### src/rtl/enc8b10b_pkg.sv
// 8b/10b code tables and disparity helpers shared by the encoder stage.
// Pure functions and constants; no timing or flow-control behaviour.
package enc8b10b_pkg;

    localparam logic [4:0] K28_X   = 5'd28;
    localparam logic [2:0] K28_5_Y = 3'd5;
    localparam logic [5:0] K28_6B  = 6'b001111;
    localparam logic [3:0] A7_4B   = 4'b0111;

    // {complement-for-RD+, abcdei for RD-}; D.7 is balanced yet still flips.
    function automatic logic [6:0] tab5b6b(input logic [4:0] x);
        case (x)
            5'd0:    tab5b6b = {1'b1, 6'b100111};
            5'd1:    tab5b6b = {1'b1, 6'b011101};
            5'd2:    tab5b6b = {1'b1, 6'b101101};
            5'd3:    tab5b6b = {1'b0, 6'b110001};
            5'd4:    tab5b6b = {1'b1, 6'b110101};
            5'd5:    tab5b6b = {1'b0, 6'b101001};
            5'd6:    tab5b6b = {1'b0, 6'b011001};
            5'd7:    tab5b6b = {1'b1, 6'b111000};
            5'd8:    tab5b6b = {1'b1, 6'b111001};
            5'd9:    tab5b6b = {1'b0, 6'b100101};
            5'd10:   tab5b6b = {1'b0, 6'b010101};
            5'd11:   tab5b6b = {1'b0, 6'b110100};
            5'd12:   tab5b6b = {1'b0, 6'b001101};
            5'd13:   tab5b6b = {1'b0, 6'b101100};
            5'd14:   tab5b6b = {1'b0, 6'b011100};
            5'd15:   tab5b6b = {1'b1, 6'b010111};
            5'd16:   tab5b6b = {1'b1, 6'b011011};
            5'd17:   tab5b6b = {1'b0, 6'b100011};
            5'd18:   tab5b6b = {1'b0, 6'b010011};
            5'd19:   tab5b6b = {1'b0, 6'b110010};
            5'd20:   tab5b6b = {1'b0, 6'b001011};
            5'd21:   tab5b6b = {1'b0, 6'b101010};
            5'd22:   tab5b6b = {1'b0, 6'b011010};
            5'd23:   tab5b6b = {1'b1, 6'b111010};
            5'd24:   tab5b6b = {1'b1, 6'b110011};
            5'd25:   tab5b6b = {1'b0, 6'b100110};
            5'd26:   tab5b6b = {1'b0, 6'b010110};
            5'd27:   tab5b6b = {1'b1, 6'b110110};
            5'd28:   tab5b6b = {1'b0, 6'b001110};
            5'd29:   tab5b6b = {1'b1, 6'b101110};
            5'd30:   tab5b6b = {1'b1, 6'b011110};
            default: tab5b6b = {1'b1, 6'b101011};
        endcase
    endfunction

    // {complement-for-RD+, fghj for RD-}; entry 7 is the primary P7 code.
    function automatic logic [4:0] tab3b4b(input logic [2:0] y);
        case (y)
            3'd0:    tab3b4b = {1'b1, 4'b1011};
            3'd1:    tab3b4b = {1'b0, 4'b1001};
            3'd2:    tab3b4b = {1'b0, 4'b0101};
            3'd3:    tab3b4b = {1'b1, 4'b1100};
            3'd4:    tab3b4b = {1'b1, 4'b1101};
            3'd5:    tab3b4b = {1'b0, 4'b1010};
            3'd6:    tab3b4b = {1'b0, 4'b0110};
            default: tab3b4b = {1'b1, 4'b1110};
        endcase
    endfunction

    function automatic logic k_legal(input logic [4:0] x, input logic [2:0] y);
        k_legal = (x == K28_X) ||
                  ((y == 3'd7) && (x == 5'd23 || x == 5'd27 || x == 5'd29 || x == 5'd30));
    endfunction

    function automatic logic unbal6(input logic [5:0] w);
        int n;
        n = 0;
        for (int i = 0; i < 6; i++) n += int'(w[i]);
        unbal6 = (n != 3);
    endfunction

    function automatic logic signed [4:0] disp10(input logic [9:0] w);
        int n;
        n = 0;
        for (int i = 0; i < 10; i++) n += int'(w[i]);
        disp10 = 5'(2 * n - 10);
    endfunction

endpackage

### src/rtl/enc8b10b_core.sv
// Combinational 8b/10b encode of one 9-bit K/data word at a given running disparity.
// Zero latency, no flow control; illegal K requests are replaced by K28.5.
module enc8b10b_core
    import enc8b10b_pkg::*;
(
    input  logic [8:0] i_data,
    input  logic       i_rd,
    output logic [9:0] o_code,
    output logic       o_rd_next,
    output logic       o_kerr
);

    logic       w_k, w_bad, w_k28, w_cmp6, w_rd6, w_use_a7, w_cmp4;
    logic [4:0] w_x;
    logic [2:0] w_y;
    logic [6:0] w_e6;
    logic [4:0] w_e4;
    logic [5:0] w_base6, w_six;
    logic [3:0] w_base4, w_p4, w_four;

    always_comb begin
        w_k   = i_data[8];
        w_bad = w_k & ~k_legal(i_data[4:0], i_data[7:5]);
        w_x   = w_bad ? K28_X : i_data[4:0];
        w_y   = w_bad ? K28_5_Y : i_data[7:5];
        w_k28 = w_k & (w_x == K28_X);

        w_e6    = tab5b6b(w_x);
        w_base6 = w_k28 ? K28_6B : w_e6[5:0];
        w_cmp6  = w_k28 | w_e6[6];
        w_six   = (i_rd & w_cmp6) ? ~w_base6 : w_base6;
        w_rd6   = i_rd ^ unbal6(w_six);

        // Alternate A7 avoids a run of five identical bits across the 6b/4b boundary.
        w_use_a7 = (w_y == 3'd7) &
                   (w_k |
                    (~w_rd6 & (w_x == 5'd17 || w_x == 5'd18 || w_x == 5'd20)) |
                    ( w_rd6 & (w_x == 5'd11 || w_x == 5'd13 || w_x == 5'd14)));
        w_e4    = tab3b4b(w_y);
        w_base4 = w_use_a7 ? A7_4B : w_e4[3:0];
        w_cmp4  = w_use_a7 | w_e4[4];
        w_p4    = w_cmp4 ? ~w_base4 : w_base4;

        // K28 fghj is the bitwise inverse of the data code when rd6 is negative.
        if (w_k28)
            w_four = w_rd6 ? w_p4 : ~w_p4;
        else
            w_four = w_rd6 ? w_p4 : w_base4;

        o_code    = {w_six, w_four};
        o_rd_next = i_rd ^ (disp10(o_code) != 5'sd0);
        o_kerr    = w_bad;
    end

endmodule

### src/rtl/enc8b10b_stage.sv
// Registered 8b/10b encoder stage with running disparity and resync; 1 clk latency.
// No backpressure: every push is encoded and emitted on the following cycle.
module enc8b10b_stage
    import enc8b10b_pkg::*;
(
    input  logic       clk,
    input  logic       reset,
    input  logic       startin,
    input  logic       pushin,
    input  logic [8:0] datain,
    output logic [9:0] dataout,
    output logic       pushout,
    output logic       rdout,
    output logic       kerr
);

    logic       r_rd, r_pushout, r_kerr;
    logic [9:0] r_dataout;
    logic       w_rd_in, w_rd_next, w_kerr;
    logic [9:0] w_code;

    // A same-cycle resync makes the pushed word start from RD-.
    assign w_rd_in = startin ? 1'b0 : r_rd;

    enc8b10b_core u_core (
        .i_data    (datain),
        .i_rd      (w_rd_in),
        .o_code    (w_code),
        .o_rd_next (w_rd_next),
        .o_kerr    (w_kerr)
    );

    always_ff @(posedge clk or posedge reset) begin
        if (reset) begin
            r_rd      <= 1'b0;
            r_pushout <= 1'b0;
            r_kerr    <= 1'b0;
            r_dataout <= 10'h000;
        end else begin
            r_pushout <= pushin;
            r_kerr    <= pushin & w_kerr;
            if (pushin) begin
                r_dataout <= w_code;
                r_rd      <= w_rd_next;
            end else if (startin) begin
                r_rd      <= 1'b0;
            end
        end
    end

    assign dataout = r_dataout;
    assign pushout = r_pushout;
    assign rdout   = r_rd;
    assign kerr    = r_kerr;

endmodule
### config.mk
export PLATFORM = sky130hd
export DESIGN_NAME = enc8b10b_stage
export DESIGN_NICKNAME = d
export VERILOG_FILES = /design/src/rtl/enc8b10b_pkg.sv /design/src/rtl/enc8b10b_core.sv /design/src/rtl/enc8b10b_stage.sv
export SDC_FILE = /design/constraint.sdc
export NUM_CORES = 1
export LEC_CHECK = 0
export CAP_MARGIN = 0
export CORE_UTILIZATION = 45
export CTS_BUF_LIST = sky130_fd_sc_hd__clkbuf_4 sky130_fd_sc_hd__clkbuf_8
export DETAILED_ROUTE_END_ITERATION = 8
export GPL_TIMING_DRIVEN = 0
export HOLD_SLACK_MARGIN = 0.03
export PLACE_DENSITY = 0.64
export SYNTH_ARGS = -nofsm -noshare
export SYNTH_HDL_FRONTEND = slang
export SYNTH_SLANG_ARGS = --single-unit
### constraint.sdc
create_clock -name clk -period 9 [get_ports clk]
set_input_delay 1.8 -clock clk [delete_from_list [all_inputs] [get_ports clk]]
set_output_delay 1.8 -clock clk [all_outputs]
set_load 0.05 [all_outputs]
# ---- After elaboration in Yosys (flattened, before gate mapping)
# Memory sizes are Yosys's and may differ from the RTL's.
# Index checks and enable logic that the tools add are counted.
dict set report word_totals {
  reg_bits 13
  latchBits 0
  mem_bits_rw 0
  romBits 224
  inputBits 13
  out_inout_bits 13
  wordCells 82
  memories 1
}
dict set report classes {
  addsub 15
  n_mul 0
  div_mod_pow 0
  magnitude_cmp 0
  n_eq_ne 21
  n_shift 0
  muxes 12
  bitwise_logic 18
  reduce_logical 11
}
# memory words word_bits read_ports rd_clocked_by_memory_dff wr line_no
set mem_list {}
lappend mem_list {{(name not given)} 32 7 1 0 0 enc8b10b_pkg.sv:12} ;# case (x)
# cell n
set ops {}
lappend ops {{adder 32 x 2 -> 32 bit} 4}
lappend ops {{== test 5 bit (second input constant)} 9}
lappend ops {{one-hot mux 5 bit (7 select lines)} 1}
lappend ops {{adder 4 x 2 -> 4 bit} 8}
lappend ops {{inequality test 32 x 3 -> 1 bit (second input constant)} 1}
lappend ops {{2-to-1 mux 4 bit} 5}
lappend ops {{== test 3 bit (second input constant)} 5}
lappend ops {{== test 5 x 4 -> 1 bit (second input constant)} 3}
lappend ops {{2-to-1 mux 6 bit} 2}
lappend ops {{logical OR 1 bit} 8}
lappend ops {{inverter 4 bit} 2}
lappend ops {{AND 1 bit} 7}
lappend ops {{== test 3 x 2 -> 1 bit (second input constant)} 2}
lappend ops {{inverter 6 bit} 1}
lappend ops {{2-to-1 mux 5 bit} 1}
lappend ops {{nonzero test 5 bit} 1}
lappend ops {{subtractor 5 bit (second input constant)} 1}
lappend ops {{adder 1 x 1 -> 2 bit} 2}
lappend ops {{OR 1 bit} 4}
lappend ops {{== test 3 x 1 -> 1 bit (second input constant)} 1}
lappend ops {{logical NOT 3 bit} 1}
lappend ops {{2-to-1 mux 3 bit} 1}
lappend ops {{2-to-1 mux 1 bit} 2}
lappend ops {{inverter 1 bit} 2}
lappend ops {{other kinds (2)} 3}

# ---- Logic depth before layout (Yosys ltp)
dict set report logic_depth {
  word_depth 45
  depth_mapped 40
  ltp_nobuf 39
}

# ---- Modules after synthesis
# From an unflattened synthesis, not the netlist that was laid out.
dict set report unflattened {
  hier_cells 217
  hier_area_um2 1859.3
}
# mod n_inst cells_per_inst area_each_um2 seq_area_each_um2
set modules_own_cells {}
lappend modules_own_cells {enc8b10b_core 1 189 1347.5 0.0}
lappend modules_own_cells {enc8b10b_stage 1 28 511.7 325.3}

# ---- Worst setup path after synthesis
# No wires, ideal clock.
dict set report synth_path {
  path_type {input -> register}
  startpoint {input port datain[0]}
  endpoint {register r_rd (netlist: rdout)}
  setup_ns 0.080
  t_arrival_ns 10.002
  t_required_ns 8.920
  path_slack_ns -1.082
  stages 39
  n_path_buf 1
  path_cell_list {clkbuf_8 > and2_1 > o2111ai_4 > and2_1 > nand2_1 > inv_1 > ha_1 > inv_1 > mux2i_1 > mux2i_2 > o22a_2 > nand2_2 > xnor2_1 > ha_1 > inv_1 > fa_1 > fa_1 > inv_1 > (+3 left out) > nand2_1 > nand2_1 > o21ai_0 > a211o_1 > ha_1 > inv_1 > fa_1 > inv_1 > fa_1 > inv_1 > fa_1 > inv_1 > fa_1 > fa_1 > a2111oi_0 > a21oi_1 > o21ai_0 > xnor2_1}
}
dict set report synth_via {
  elab_chain_cells 45
  elab_cells_between_ends 75
  classes_between {add/sub (15); eq/ne (20); mux (11); bitwise (17); reduce/logical (11); memory (1)}
}
# element line_no
set synth_rtl {}
lappend synth_rtl {{from (decl)} enc8b10b_stage.sv:10} ;# input logic [8:0] datain,
lappend synth_rtl {{== test 5 bit} enc8b10b_pkg.sv:64} ;# ((y == 3'd7) && (x == 5'd23 || x == 5'd27 || x == 5'd29 || x == 5'd30));
lappend synth_rtl {{logical OR 1 bit (3 in series)} enc8b10b_pkg.sv:64}
lappend synth_rtl {{logical AND 1 bit} enc8b10b_pkg.sv:64}
lappend synth_rtl {{logical OR 1 bit} enc8b10b_pkg.sv:63} ;# k_legal = (x == K28_X) ||
lappend synth_rtl {{inverter 1 bit} enc8b10b_core.sv:23} ;# w_bad = w_k & ~k_legal(i_data[4:0], i_data[7:5]);
lappend synth_rtl {{AND 1 bit} enc8b10b_core.sv:23}
lappend synth_rtl {{2-to-1 mux 5 bit *} enc8b10b_core.sv:24} ;# w_x = w_bad ? K28_X : i_data[4:0];
lappend synth_rtl {{branches (longest 4 deep; another with memory (32 x 7 bit))} -}
lappend synth_rtl {{(+1 left out)} -}
lappend synth_rtl {{net u_core.o_code[5]} enc8b10b_core.sv:8} ;# output logic [9:0] o_code,
lappend synth_rtl {{(+17 left out)} -}
lappend synth_rtl {{2-to-1 mux 4 bit *} enc8b10b_core.sv:45} ;# if (w_k28)
lappend synth_rtl {{net u_core.o_code[1]} enc8b10b_core.sv:8}
lappend synth_rtl {{adder 1 x 1 -> 2 bit *} enc8b10b_pkg.sv:77} ;# for (int i = 0; i < 10; i++) n += int'(w[i]);
lappend synth_rtl {{adder 4 x 2 -> 4 bit * (8 in series)} enc8b10b_pkg.sv:77}
lappend synth_rtl {{subtractor 5 bit *} enc8b10b_pkg.sv:78} ;# disp10 = 5'(2 * n - 10);
lappend synth_rtl {{nonzero test 5 bit *} enc8b10b_core.sv:51} ;# o_rd_next = i_rd ^ (disp10(o_code) != 5'sd0);
lappend synth_rtl {{bitwise XOR 1 bit *} enc8b10b_core.sv:51}
lappend synth_rtl {{2-to-1 mux 1 bit *} enc8b10b_stage.sv:42} ;# if (pushin) begin
lappend synth_rtl {{to (signal assigned)} enc8b10b_stage.sv:44} ;# r_rd <= w_rd_next;
lappend synth_rtl {{to (decl)} enc8b10b_stage.sv:17} ;# logic r_rd, r_pushout, r_kerr;
# Mark *: on every way through the listed nets, which the timed path passes.
# A chain may end at the register's enable or synchronous reset.

# ---- Final worst setup path
dict set report layout_path {
  startpoint {input port datain[2]}
  endpoint {register r_rd (netlist: rdout)}
}
# Same word-level chain as after synthesis.

==> results.toml <==
[worst_hold_path]
hold_start = "dataout[3]"
hold_class = "flop to flop"

[drt]
num_vias = 1940
drt_pass1_iterations = 4
drtIter0Drc = 116
wirelength_um = 5347
antenna_left = 0
via_per_inst = 5.808
drc = 0
wl_per_cell_um = 16.01

[status]
status = "finished with violations"
violations = "setup timing"

[layout]
diodes = 0
regArea_um2 = 325.3
fill_cells = 357
areaGrowthSynthToFinish_pct = 42.57
layout.nets = 321
multiInputGateArea_um2 = 1794
layout-drive-gt1-share = 0.4190

[timing]
fin_ws_ns = -0.6687
hold_viol = 0
slew_viol_final = 0
fin_tns_setup_ns = -0.6687
setup_violations = 1
period_needed_ns = 9.669
rsz0062_at_grt = "yes"
relSlewSlack = 0.5543
period_share = 1.074
hold_slack_ns = 0.5039
clock.fmax_ghz = 0.1034
tightestPinTransition_ns = 0.6599
finClkSkew_ns = 0.001196

[critical_path]
cp.arrival_ns = 9.79
crit_top_cell = "fa_1"
r2r-start = "rdout"
critPathSlowestCell = "fa_1"
path_class = "input pin to flop"
crit_path_max_incr_delay_ns = 0.55
cp-start-kind = "input pin"
crit_fanout = 7
critPathRequiredTime_ns = 9.12
crit_path_start = "datain[2]"
end_kind = "flop"

[synth]
ys_top_cells_by_area = "dfrtp_1 (16%), fa_1 (9.0%), ha_1 (8.7%), xnor2_1 (5.2%), inv_1 (4.3%)"
synth_area_per_cell_um2 = 8.753
synth.largest_area_cell = "dfrtp_1"
netlist_area_um2 = 2004
synth_fp_nets = 265
synth_top_area_frac = 0.1623
ys_top_cells_by_count = "inv_1 (23), nand2_1 (23), nor2_1 (15)"
synth-async-reset-ratio = 1.000
synth_seq_area_share = 0.1623
yosys_warnings = 0
synth_seq_cells = 13
synthCells = 229
ys.flop_type = "dfrtp_1"
synth_edf_count = 0
synth_cell_types = 67

[placed_design]
place_congestion = 0.9057
dpl.hpwl_um = 3799
portBuffers = 22
dp_slack_ns = -1.872

[die]
core-area_um2 = 4144
die_h_um = 68.74
rows = 23
io_pins = 26
start_util = 0.4837
fp.dieW_um = 68.74
dieArea_um2 = 4725

[cts]
ctsHoldBuffers = 0
clk_latency_ns = 0.24
cts_inserted_buffers = 3
clk_pin_slew_ns = 0.05
clockBufferDepth = 2
root_buffer = "clkbuf_8"
tritoncts = "built"
cts_max_level = 1
clock_sinks = 13

[power]
ir_drop_mv = 0.6323
leakage_nw = 1.198
power_density_nw_per_um2 = 362.5

[global_route]
first_global_vias = 1719
grt-ovfl-total = 0
grt_pass1_wl_um = 8335
grt_max_degree = 14
track_usage = 0.2410
antenna_found_initial = 0

[job]
max_cap_viol_count = 0
-- power by group --
group,leakage (nW),total (W),switching (W),internal [W]
registers,0.154,0.0000854,0.00000895,0.0000764
logic,1.02,0.000896,0.000484,0.000412
clock network,0.0262,0.0000547,0.0000204,0.0000343
total,1.20,0.00104,0.000513,0.000523
-- state kept, by name, indices dropped and copies added, names as in the netlist --
| signal | flops |
|---|---|
| kerr | 1 |
| dataout | 10 |
| pushout | 1 |
| rdout | 1 |
-- worst max-delay path, delay by kind of cell --
kind | cells | cell delay [ns]
adder cells (fa/ha/maj) | 11 | 4.18
multiplexers | 2 | 0.33
AND/OR/NAND/NOR | 6 | 0.93
AO/OA/AOI/OAI | 7 | 1.28
buffers and inverters | 11 | 0.80
XOR/XNOR | 3 | 0.45
-- kinds of logic after synthesis --
kind of cell,Yosys count,synth area share
AO/OA/AOI/OAI,56,0.2416
adder cells (fa/ha/maj),24,0.1823
XOR/XNOR,14,0.06117
multiplexers,11,0.05930
AND/OR/NAND/NOR,74,0.2004
flip-flops,13,0.1623
buffers and inverters,37,0.09300
-- stage by stage --
| step | power, W | instances | instance area (um2) | utilization |
|---|---|---|---|---|
| finish | 0.001036 | 334 | 2858 | 0.6896 |
| global route | 0.001153 | 334 | 2858 | 0.6896 |
| CTS | 0.0008702 | 326 | 2695 | 0.6504 |
| detailed placement | 0.0007451 | 301 | 2396 | 0.5782 |
| global placement | 0.0007363 | 301 | 2396 | 0.5782 |
| floorplan | 0.0006143 | 229 | 2113 | - |
-- layer usage --
layer | wire length (um) | part of all wire | up-vias | track usage
li1 | - | - | 933 | -
met1 | 2438 | 0.46 | 946 | 0.3377
met2 | 2578 | 0.48 | 49 | 0.3836
met3 | 208 | 0.039 | 12 | 0.04605
met4 | 121 | 0.023 | 0 | 0.05102
met5 | 0 | 0 | - | 0
-- worst paths after layout --
check | slack, ns | end | cells past startpoint
setup / recovery | -0.67 | rdout | 40
hold / removal | 0.50 | dataout[3] | 1
setup reg to reg | 1.75 | rdout | 30
hold reg to reg | 0.50 | dataout[3] | 1
max in group asynchronous | 6.78 | dataout[6] | 2
min in group asynchronous | 1.88 | dataout[2] | 2
-- layout make-up --
class	count	area share
Buffer	13	0.03415
Tap cell	50	0.02189
Timing Repair Buffer	51	0.1519
Sequential cell	13	0.1138
Multi-Input combinational cell	179	0.6278
Clock buffer	4	0.01708
Inverter	24	0.03327
-- cells in the final DEF, fill, tap and decap left out, types with 5 or more instances in the layout --
cell type	instances
inv_2	5
nand2_1	16
xnor2_1	8
clkbuf_8	5
clkbuf_1	6
inv_1	17
a21oi_1	5
ha_4	5
ha_1	8
a221o_1	5
nor2_1	13
clkdlybuf4s50_1	16
buf_4	29
fa_1	6
dfrtp_1	13
nand2_2	5
-- what timing repair did --
item                                    in CTS  in global routing
endpoints found under the setup margin       1                  1
gates resized for setup                     27                 42
pin swaps                                   16                 29
buffers inserted                            21                  9
Power figures use the tool's default switching activity.
